$ cat src/rtl/vc_trace_pkg.sv
// Shared types and constants for the line-trace character buffer.
//   VC_TRACE_NCHARS : default storage depth (one full trace line)
//   CHAR_W          : width of one ASCII character
//   CHAR_NL/CHAR_SP : newline and space characters
//   trace_lb_state_e: line-tracking state of the buffer
package vc_trace_pkg;

    localparam int unsigned VC_TRACE_NCHARS = 512;
    localparam int unsigned CHAR_W          = 8;

    localparam logic [CHAR_W-1:0] CHAR_NL = 8'h0A;
    localparam logic [CHAR_W-1:0] CHAR_SP = 8'h20;

    typedef enum logic [1:0] {
        S_IDLE,
        S_LINE,
        S_FLUSH
    } trace_lb_state_e;

endpackage

$ cat src/rtl/vc_trace_line_buffer_if.sv
// Character stream bundle around the line buffer: producer side (in_*) and
// drain side (out_*), both val/rdy.
//   master : the environment (producer + consumer)
//   slave  : the line buffer
interface vc_trace_line_buffer_if;
    import vc_trace_pkg::*;

    logic              in_val;
    logic              in_rdy;
    logic [CHAR_W-1:0] in_char;
    logic              in_eol;
    logic              in_abort;
    logic              out_val;
    logic              out_rdy;
    logic [CHAR_W-1:0] out_char;

    modport master (
        output in_val, in_char, in_eol, in_abort, out_rdy,
        input  in_rdy, out_val, out_char
    );

    modport slave (
        input  in_val, in_char, in_eol, in_abort, out_rdy,
        output in_rdy, out_val, out_char
    );

endinterface

$ cat src/rtl/vc_trace_char_ram.sv
// Character storage: p_depth x CHAR_W, one synchronous write port and one
// combinational read port. The array has no reset.
//   clk     : write clock
//   wr_en   : write strobe
//   wr_addr : write address
//   wr_data : write character
//   rd_addr : read address
//   rd_data : character at rd_addr (combinational)
module vc_trace_char_ram
    import vc_trace_pkg::*;
#(
    parameter int unsigned p_depth = VC_TRACE_NCHARS,
    localparam int unsigned AW     = $clog2(p_depth)
) (
    input  logic              clk,
    input  logic              wr_en,
    input  logic [AW-1:0]     wr_addr,
    input  logic [CHAR_W-1:0] wr_data,
    input  logic [AW-1:0]     rd_addr,
    output logic [CHAR_W-1:0] rd_data
);

    logic [CHAR_W-1:0] mem [p_depth];

    // Write port
    always_ff @(posedge clk) begin
        if (wr_en) begin
            mem[wr_addr] <= wr_data;
        end
    end

    // Read port
    assign rd_data = mem[rd_addr];

endmodule

$ cat src/rtl/vc_trace_line_buffer.sv
// Line-commit buffer for trace text. Characters are written at wr, become
// visible to the drain only once cmt moves past them (end-of-line beat or a
// forced commit), and are read out from rd. An abort rewinds wr to cmt.
//   clk, reset : clock, asynchronous active-high reset
//   io         : in_* producer handshake and out_* drain handshake
//   line_cnt   : committed lines including forced commits, wraps
//   ovfl       : sticky, a line was split by a forced commit
module vc_trace_line_buffer
    import vc_trace_pkg::*;
#(
    parameter int unsigned p_depth    = VC_TRACE_NCHARS,
    parameter int unsigned p_cnt_bits = 16
) (
    input  logic                  clk,
    input  logic                  reset,
    vc_trace_line_buffer_if.slave io,
    output logic [p_cnt_bits-1:0] line_cnt,
    output logic                  ovfl
);

    localparam int unsigned AW = $clog2(p_depth);
    localparam int unsigned PW = AW + 1;
    localparam int unsigned CW = p_cnt_bits;
    localparam logic [PW-1:0] DEPTH_P = PW'(p_depth);

    trace_lb_state_e state, state_nxt;

    logic [PW-1:0] wr, cmt, rd;
    logic [PW-1:0] wr_nxt, cmt_nxt;
    logic [PW-1:0] occ, pend;
    logic          in_rdy_c, out_val_c;
    logic          push, pop;
    logic          cnt_inc, set_ovfl;

    // Occupancy and pending (uncommitted) counts; the extra MSB separates full from empty
    assign occ  = wr - rd;
    assign pend = wr - cmt;

    // Handshakes
    assign in_rdy_c  = (occ != DEPTH_P) && !io.in_abort && (state != S_FLUSH);
    assign out_val_c = (rd != cmt);
    assign push      = io.in_val && in_rdy_c;
    assign pop       = out_val_c && io.out_rdy;

    assign io.in_rdy  = in_rdy_c;
    assign io.out_val = out_val_c;

    vc_trace_char_ram #(
        .p_depth (p_depth)
    ) u_ram (
        .clk     (clk),
        .wr_en   (push),
        .wr_addr (wr[AW-1:0]),
        .wr_data (io.in_char),
        .rd_addr (rd[AW-1:0]),
        .rd_data (io.out_char)
    );

    // State and pointer registers
    always_ff @(posedge clk or posedge reset) begin
        if (reset) begin
            state    <= S_IDLE;
            wr       <= '0;
            cmt      <= '0;
            rd       <= '0;
            line_cnt <= '0;
            ovfl     <= 1'b0;
        end else begin
            state <= state_nxt;
            wr    <= wr_nxt;
            cmt   <= cmt_nxt;
            if (pop) begin
                rd <= rd + PW'(1);
            end
            if (cnt_inc) begin
                line_cnt <= line_cnt + CW'(1);
            end
            if (set_ovfl) begin
                ovfl <= 1'b1;
            end
        end
    end

    // Line tracking: commit, abort and forced commit of an over-long line
    always_comb begin
        state_nxt = state;
        wr_nxt    = wr;
        cmt_nxt   = cmt;
        cnt_inc   = 1'b0;
        set_ovfl  = 1'b0;
        case (state)
            S_FLUSH: begin
                // A line that fills the whole buffer can never see its eol; commit what is there
                cmt_nxt   = wr;
                cnt_inc   = 1'b1;
                set_ovfl  = 1'b1;
                state_nxt = S_IDLE;
            end
            S_IDLE, S_LINE: begin
                if (push) begin
                    wr_nxt = wr + PW'(1);
                    if (io.in_eol) begin
                        cmt_nxt   = wr + PW'(1);
                        cnt_inc   = 1'b1;
                        state_nxt = S_IDLE;
                    end else if (pend + PW'(1) == DEPTH_P) begin
                        state_nxt = S_FLUSH;
                    end else begin
                        state_nxt = S_LINE;
                    end
                end else if (io.in_abort && (state == S_LINE)) begin
                    wr_nxt    = cmt;
                    state_nxt = S_IDLE;
                end
            end
            default: begin
                state_nxt = S_IDLE;
            end
        endcase
    end

endmodule

$ cat src/flat_wrapper.sv
// flat-port wrapper written by rule: the top's interface ports become plain ports
module vc_trace_line_buffer_flat import vc_trace_pkg::*;
#(
    parameter int unsigned p_depth    = VC_TRACE_NCHARS,
    parameter int unsigned p_cnt_bits = 16
)
  (clk, reset, line_cnt, ovfl, io_in_val, io_in_char, io_in_eol, io_in_abort, io_out_rdy, io_in_rdy, io_out_val, io_out_char);
  vc_trace_line_buffer_if io_i ();
  input  logic clk;
  input  logic reset;
  output logic [p_cnt_bits-1:0] line_cnt;
  output logic ovfl;
  input wire logic [$bits(io_i.in_val)-1:0] io_in_val;
  input wire logic [$bits(io_i.in_char)-1:0] io_in_char;
  input wire logic [$bits(io_i.in_eol)-1:0] io_in_eol;
  input wire logic [$bits(io_i.in_abort)-1:0] io_in_abort;
  input wire logic [$bits(io_i.out_rdy)-1:0] io_out_rdy;
  output wire logic [$bits(io_i.in_rdy)-1:0] io_in_rdy;
  output wire logic [$bits(io_i.out_val)-1:0] io_out_val;
  output wire logic [$bits(io_i.out_char)-1:0] io_out_char;
  assign io_i.in_val = io_in_val;
  assign io_i.in_char = io_in_char;
  assign io_i.in_eol = io_in_eol;
  assign io_i.in_abort = io_in_abort;
  assign io_i.out_rdy = io_out_rdy;
  assign io_in_rdy = io_i.in_rdy;
  assign io_out_val = io_i.out_val;
  assign io_out_char = io_i.out_char;
  vc_trace_line_buffer #(.p_depth(p_depth), .p_cnt_bits(p_cnt_bits)) u_core (.clk(clk), .reset(reset), .io(io_i), .line_cnt(line_cnt), .ovfl(ovfl));
endmodule
$ cat config.mk
export PLATFORM = sky130hd
export DESIGN_NAME = vc_trace_line_buffer_flat
export DESIGN_NICKNAME = d
export VERILOG_FILES = /design/src/rtl/vc_trace_pkg.sv /design/src/rtl/vc_trace_line_buffer_if.sv /design/src/rtl/vc_trace_char_ram.sv /design/src/rtl/vc_trace_line_buffer.sv /design/src/flat_wrapper.sv
export SDC_FILE = /design/constraint.sdc
export NUM_CORES = 2
export LEC_CHECK = 0
export BUFFER_PORTS_ARGS = -buffer_cell sky130_fd_sc_hd__buf_2
export CORE_MARGIN = 2
export CORE_UTILIZATION = 50
export CTS_BUF_LIST = sky130_fd_sc_hd__clkbuf_2 sky130_fd_sc_hd__clkbuf_4 sky130_fd_sc_hd__clkbuf_8
export DETAILED_ROUTE_END_ITERATION = 6
export PLACE_DENSITY_LB_ADDON = 0.05
export SYNTH_ARGS = -nofsm -noshare
export SYNTH_HDL_FRONTEND = slang
export SYNTH_SLANG_ARGS = --single-unit
$ cat constraint.sdc
create_clock -name clk -period 10.4 [get_ports clk]
set_clock_uncertainty 0.1 [all_clocks]
set_input_delay 1.56 -clock clk [delete_from_list [all_inputs] [get_ports clk]]
set_output_delay 1.56 -clock clk [all_outputs]
set_load 0.01 [all_outputs]
==> results.sh <==
export IMPL_synth_seq_cells=4145
export IMPL_fin_worst_hold_slack_ns=0.191
export IMPL_critPathLaunchType="flip-flop"
export IMPL_cts_htree_levels=6
export IMPL_ir_worst_vdd_v=0.000296
export IMPL_place_inst=11680
export IMPL_yosysUniqueCellTypes=83
export IMPL_drv_slew=2
export IMPL_yosys_area_top_type="edfxtp_1"
export IMPL_dpl_hpwl_um=283000
export IMPL_cts_root_buf="clkbuf_8"
export IMPL_yosys_warnings=0
export IMPL_layoutNonFillerInstCount=12893
export IMPL_worst_path_max_delay_cell="dfrtp_4"
export IMPL_fin_crit_ns=8.59
export IMPL_ant_nets=0
export IMPL_synth_ff_type="edfxtp_1"
export IMPL_post_cts_buffers=0
export IMPL_wire_per_inst_um=35.8
export IMPL_syn_area_per_cell_sq_um=21.4
export IMPL_antenna_found_initial=41
export IMPL_first_iter_violations=10012
export IMPL_vias_per_cell=6.32
export IMPL_rsz0062_at_grt="no"
export IMPL_gp_congestion=0.862
export IMPL_utilization_pct=55.8
export IMPL_tns_ns=0
export IMPL_critPathBufInv=3
export IMPL_grt_pass1_wl_um=646000
export IMPL_drc=0
export IMPL_crit_family="compound AO/OA/AOI/OAI gates"
export IMPL_numCtsBuffers=673
export IMPL_tightest_slew_ns=1.55
export IMPL_clkSlewWorstSetupHoldPaths_ns=0.06
export IMPL_drive_above_1_share_pct=28.4
export IMPL_power_density_nw_per_um2=262
export IMPL_fin_nets=8077
export IMPL_hold_class="in2async"
export IMPL_die_area_sq_um=329000
export IMPL_cp_max_fo=78
export IMPL_fp_dieW_um=574
export IMPL_grtUsageTotal_pct=27.9
export IMPL_relSlewSlack_pct=-4.49
export IMPL_postRouteWirelength_um=461000
export IMPL_pre_cts_ws_ns=2.95
export IMPL_finalSetupViolCount=0
export IMPL_postCtsHoldBufs=0
export IMPL_clkSinkCount=4145
export IMPL_maxCapViolCount=1
export IMPL_syn_area_sq_um=162000
export IMPL_cp_required_ns=8.74
export IMPL_design_portCount=41
export IMPL_synthCells=7589
export IMPL_syn_nets=7636
export IMPL_grt_max_degree=164
export IMPL_row_count=209
export IMPL_syn_to_final_growth_pct=11.2
export IMPL_die_h_um=574
export IMPL_status="complete, but fails checks"
export IMPL_hold_viol_final=0
export IMPL_power_leakage_nw=56.3
export IMPL_vias=81506
export IMPL_cts_resized=0
export IMPL_synth_edff_count=4096
export IMPL_insertion_delay_ns=1.21
export IMPL_cts_buffer_depth=4
export IMPL_synth_area_leaders="edfxtp_1 (76%), mux4_2 (15%), nor2_1 (1.4%)"
export IMPL_yosysSeqAreaShare_pct=76.5
export IMPL_grt_overflow=0
export IMPL_grt_pass1_vias=82403
export IMPL_cts_tree="done"
export IMPL_arrival_ns=6.93
export IMPL_worstSetupEndpointType="primary output"
export IMPL_finalCritPeriodShare_pct=82.6
export IMPL_critical_path_class="reg2out"
export IMPL_max_stage_delay_ns=1.05
export IMPL_fin_ws_ns=1.81
export IMPL_design_core_area_sq_um=324000
export IMPL_netlist_area_leader_share_pct=75.7
export IMPL_finalPower_mw=47.3
export IMPL_clock_fmax_mhz=116
export IMPL_worstPathCellList="buf_12 -> buf_4 -> mux4_2 -> mux4_2 -> o21ai_0 -> o21ai_0 -> a31oi_1 -> o21ai_1 -> and3_1 -> buf_2"
export IMPL_postPlaceCellArea_sq_um=168000
export IMPL_port_buffers=40
export IMPL_start_util_pct=50.2
export IMPL_firstDrtPassIters=6
export IMPL_violations="capacitance limit, slew limit"
export IMPL_synthArstFlopShare_pct=1.18
export IMPL_final_area_sq_um=181000
[layout by cell type (no fill, tap or decap), types with 32 or more instances in the layout]
master / instances
edfxtp_1: 4096
mux4_2: 1107
clkbuf_8: 690
nor2_1: 593
nand2_1: 332
clkbuf_4: 228
mux2i_1: 194
clkinv_1: 151
buf_4: 149
a21oi_1: 81
clkinv_2: 65
o21ai_0: 59
a22oi_1: 52
o22ai_1: 51
nand3_1: 42
dfrtp_1: 42
nor3_1: 36
o221ai_1: 32
ha_1: 32
buf_2: 32
[registers in the layout, summed over array words and instances, names as in the netlist]
| register | count |
|---|---|
| u_core.wr | 10 |
| u_core.state | 2 |
| u_core.ovfl | 1 |
| u_core.line_cnt | 16 |
| u_core.u_ram.mem | 4096 |
| u_core.rd | 10 |
| u_core.cmt | 10 |
[cell usage after synthesis, drive strengths merged (49+ instances only)]
library cell	instances
clkbuf	179
nor2	599
o21ai	66
mux2i	194
edfxtp	4096
mux4	1108
o22ai	51
a21oi	81
a22oi	52
nand2	334
dfrtp	49
buf	272
[kinds of logic after synthesis]
kind of cell             after synthesis  synth area share (%)
XOR/XNOR                              56                 0.302
multiplexers                        1305                  16.6
flip-flops                          4145                  76.5
AO/OA/AOI/OAI                        432                  1.84
adder cells (fa/ha/maj)               33                 0.259
buffers and inverters                481                  1.60
AND/OR/NAND/NOR                     1137                  2.92
[worst paths after layout]
path,to,slack [ns],startpoint,cells after the start
max,io_out_char[6],1.81,u_core.rd[0]$_DFFE_PP0P_,10
min,u_core.line_cnt[3]$_DFFE_PP0P_,0.19,reset,2
max reg2reg,u_core.u_ram.mem[72][4]$_DFFE_PP_,4.04,u_core.rd[5]$_DFFE_PP0P_,13
min reg2reg,u_core.line_cnt[15]$_DFFE_PP0P_,0.38,u_core.line_cnt[15]$_DFFE_PP0P_,1
max in group asynchronous,u_core.rd[2]$_DFFE_PP0P_,8.99,reset,3
min in group clk,u_core.line_cnt[15]$_DFFE_PP0P_,0.38,u_core.line_cnt[15]$_DFFE_PP0P_,1
[layout make-up]
cell class | count | area [sq um]
fillers | 24755 | 143000
inverters | 30 | 124
well taps | 4325 | 5410
repair buffers | 217 | 1960
diodes | 22 | 55.1
flip-flops and latches | 4145 | 124000
multi-input cells | 2963 | 35800
clock inverters | 273 | 1800
clock buffers | 918 | 11200
[power by group]
group	switching (mW)	internal, mW	leakage, nW
clock	6.51	7.33	6.89
sequential	0.340	18.5	37.4
combinational	8.98	5.66	12.0
total	15.8	31.5	56.3
[metal layers]
layer | global-route usage, % | share of wire [%] | vias up
met5 | 0 | 0.050 | -
met2 | 43.2 | 47 | 4007
li1 | - | - | 32568
met1 | 39.5 | 40 | 44095
met4 | 9.92 | 3.5 | 30
met3 | 6.01 | 8.7 | 806
Note: power is estimated with default switching activity, not from simulation.
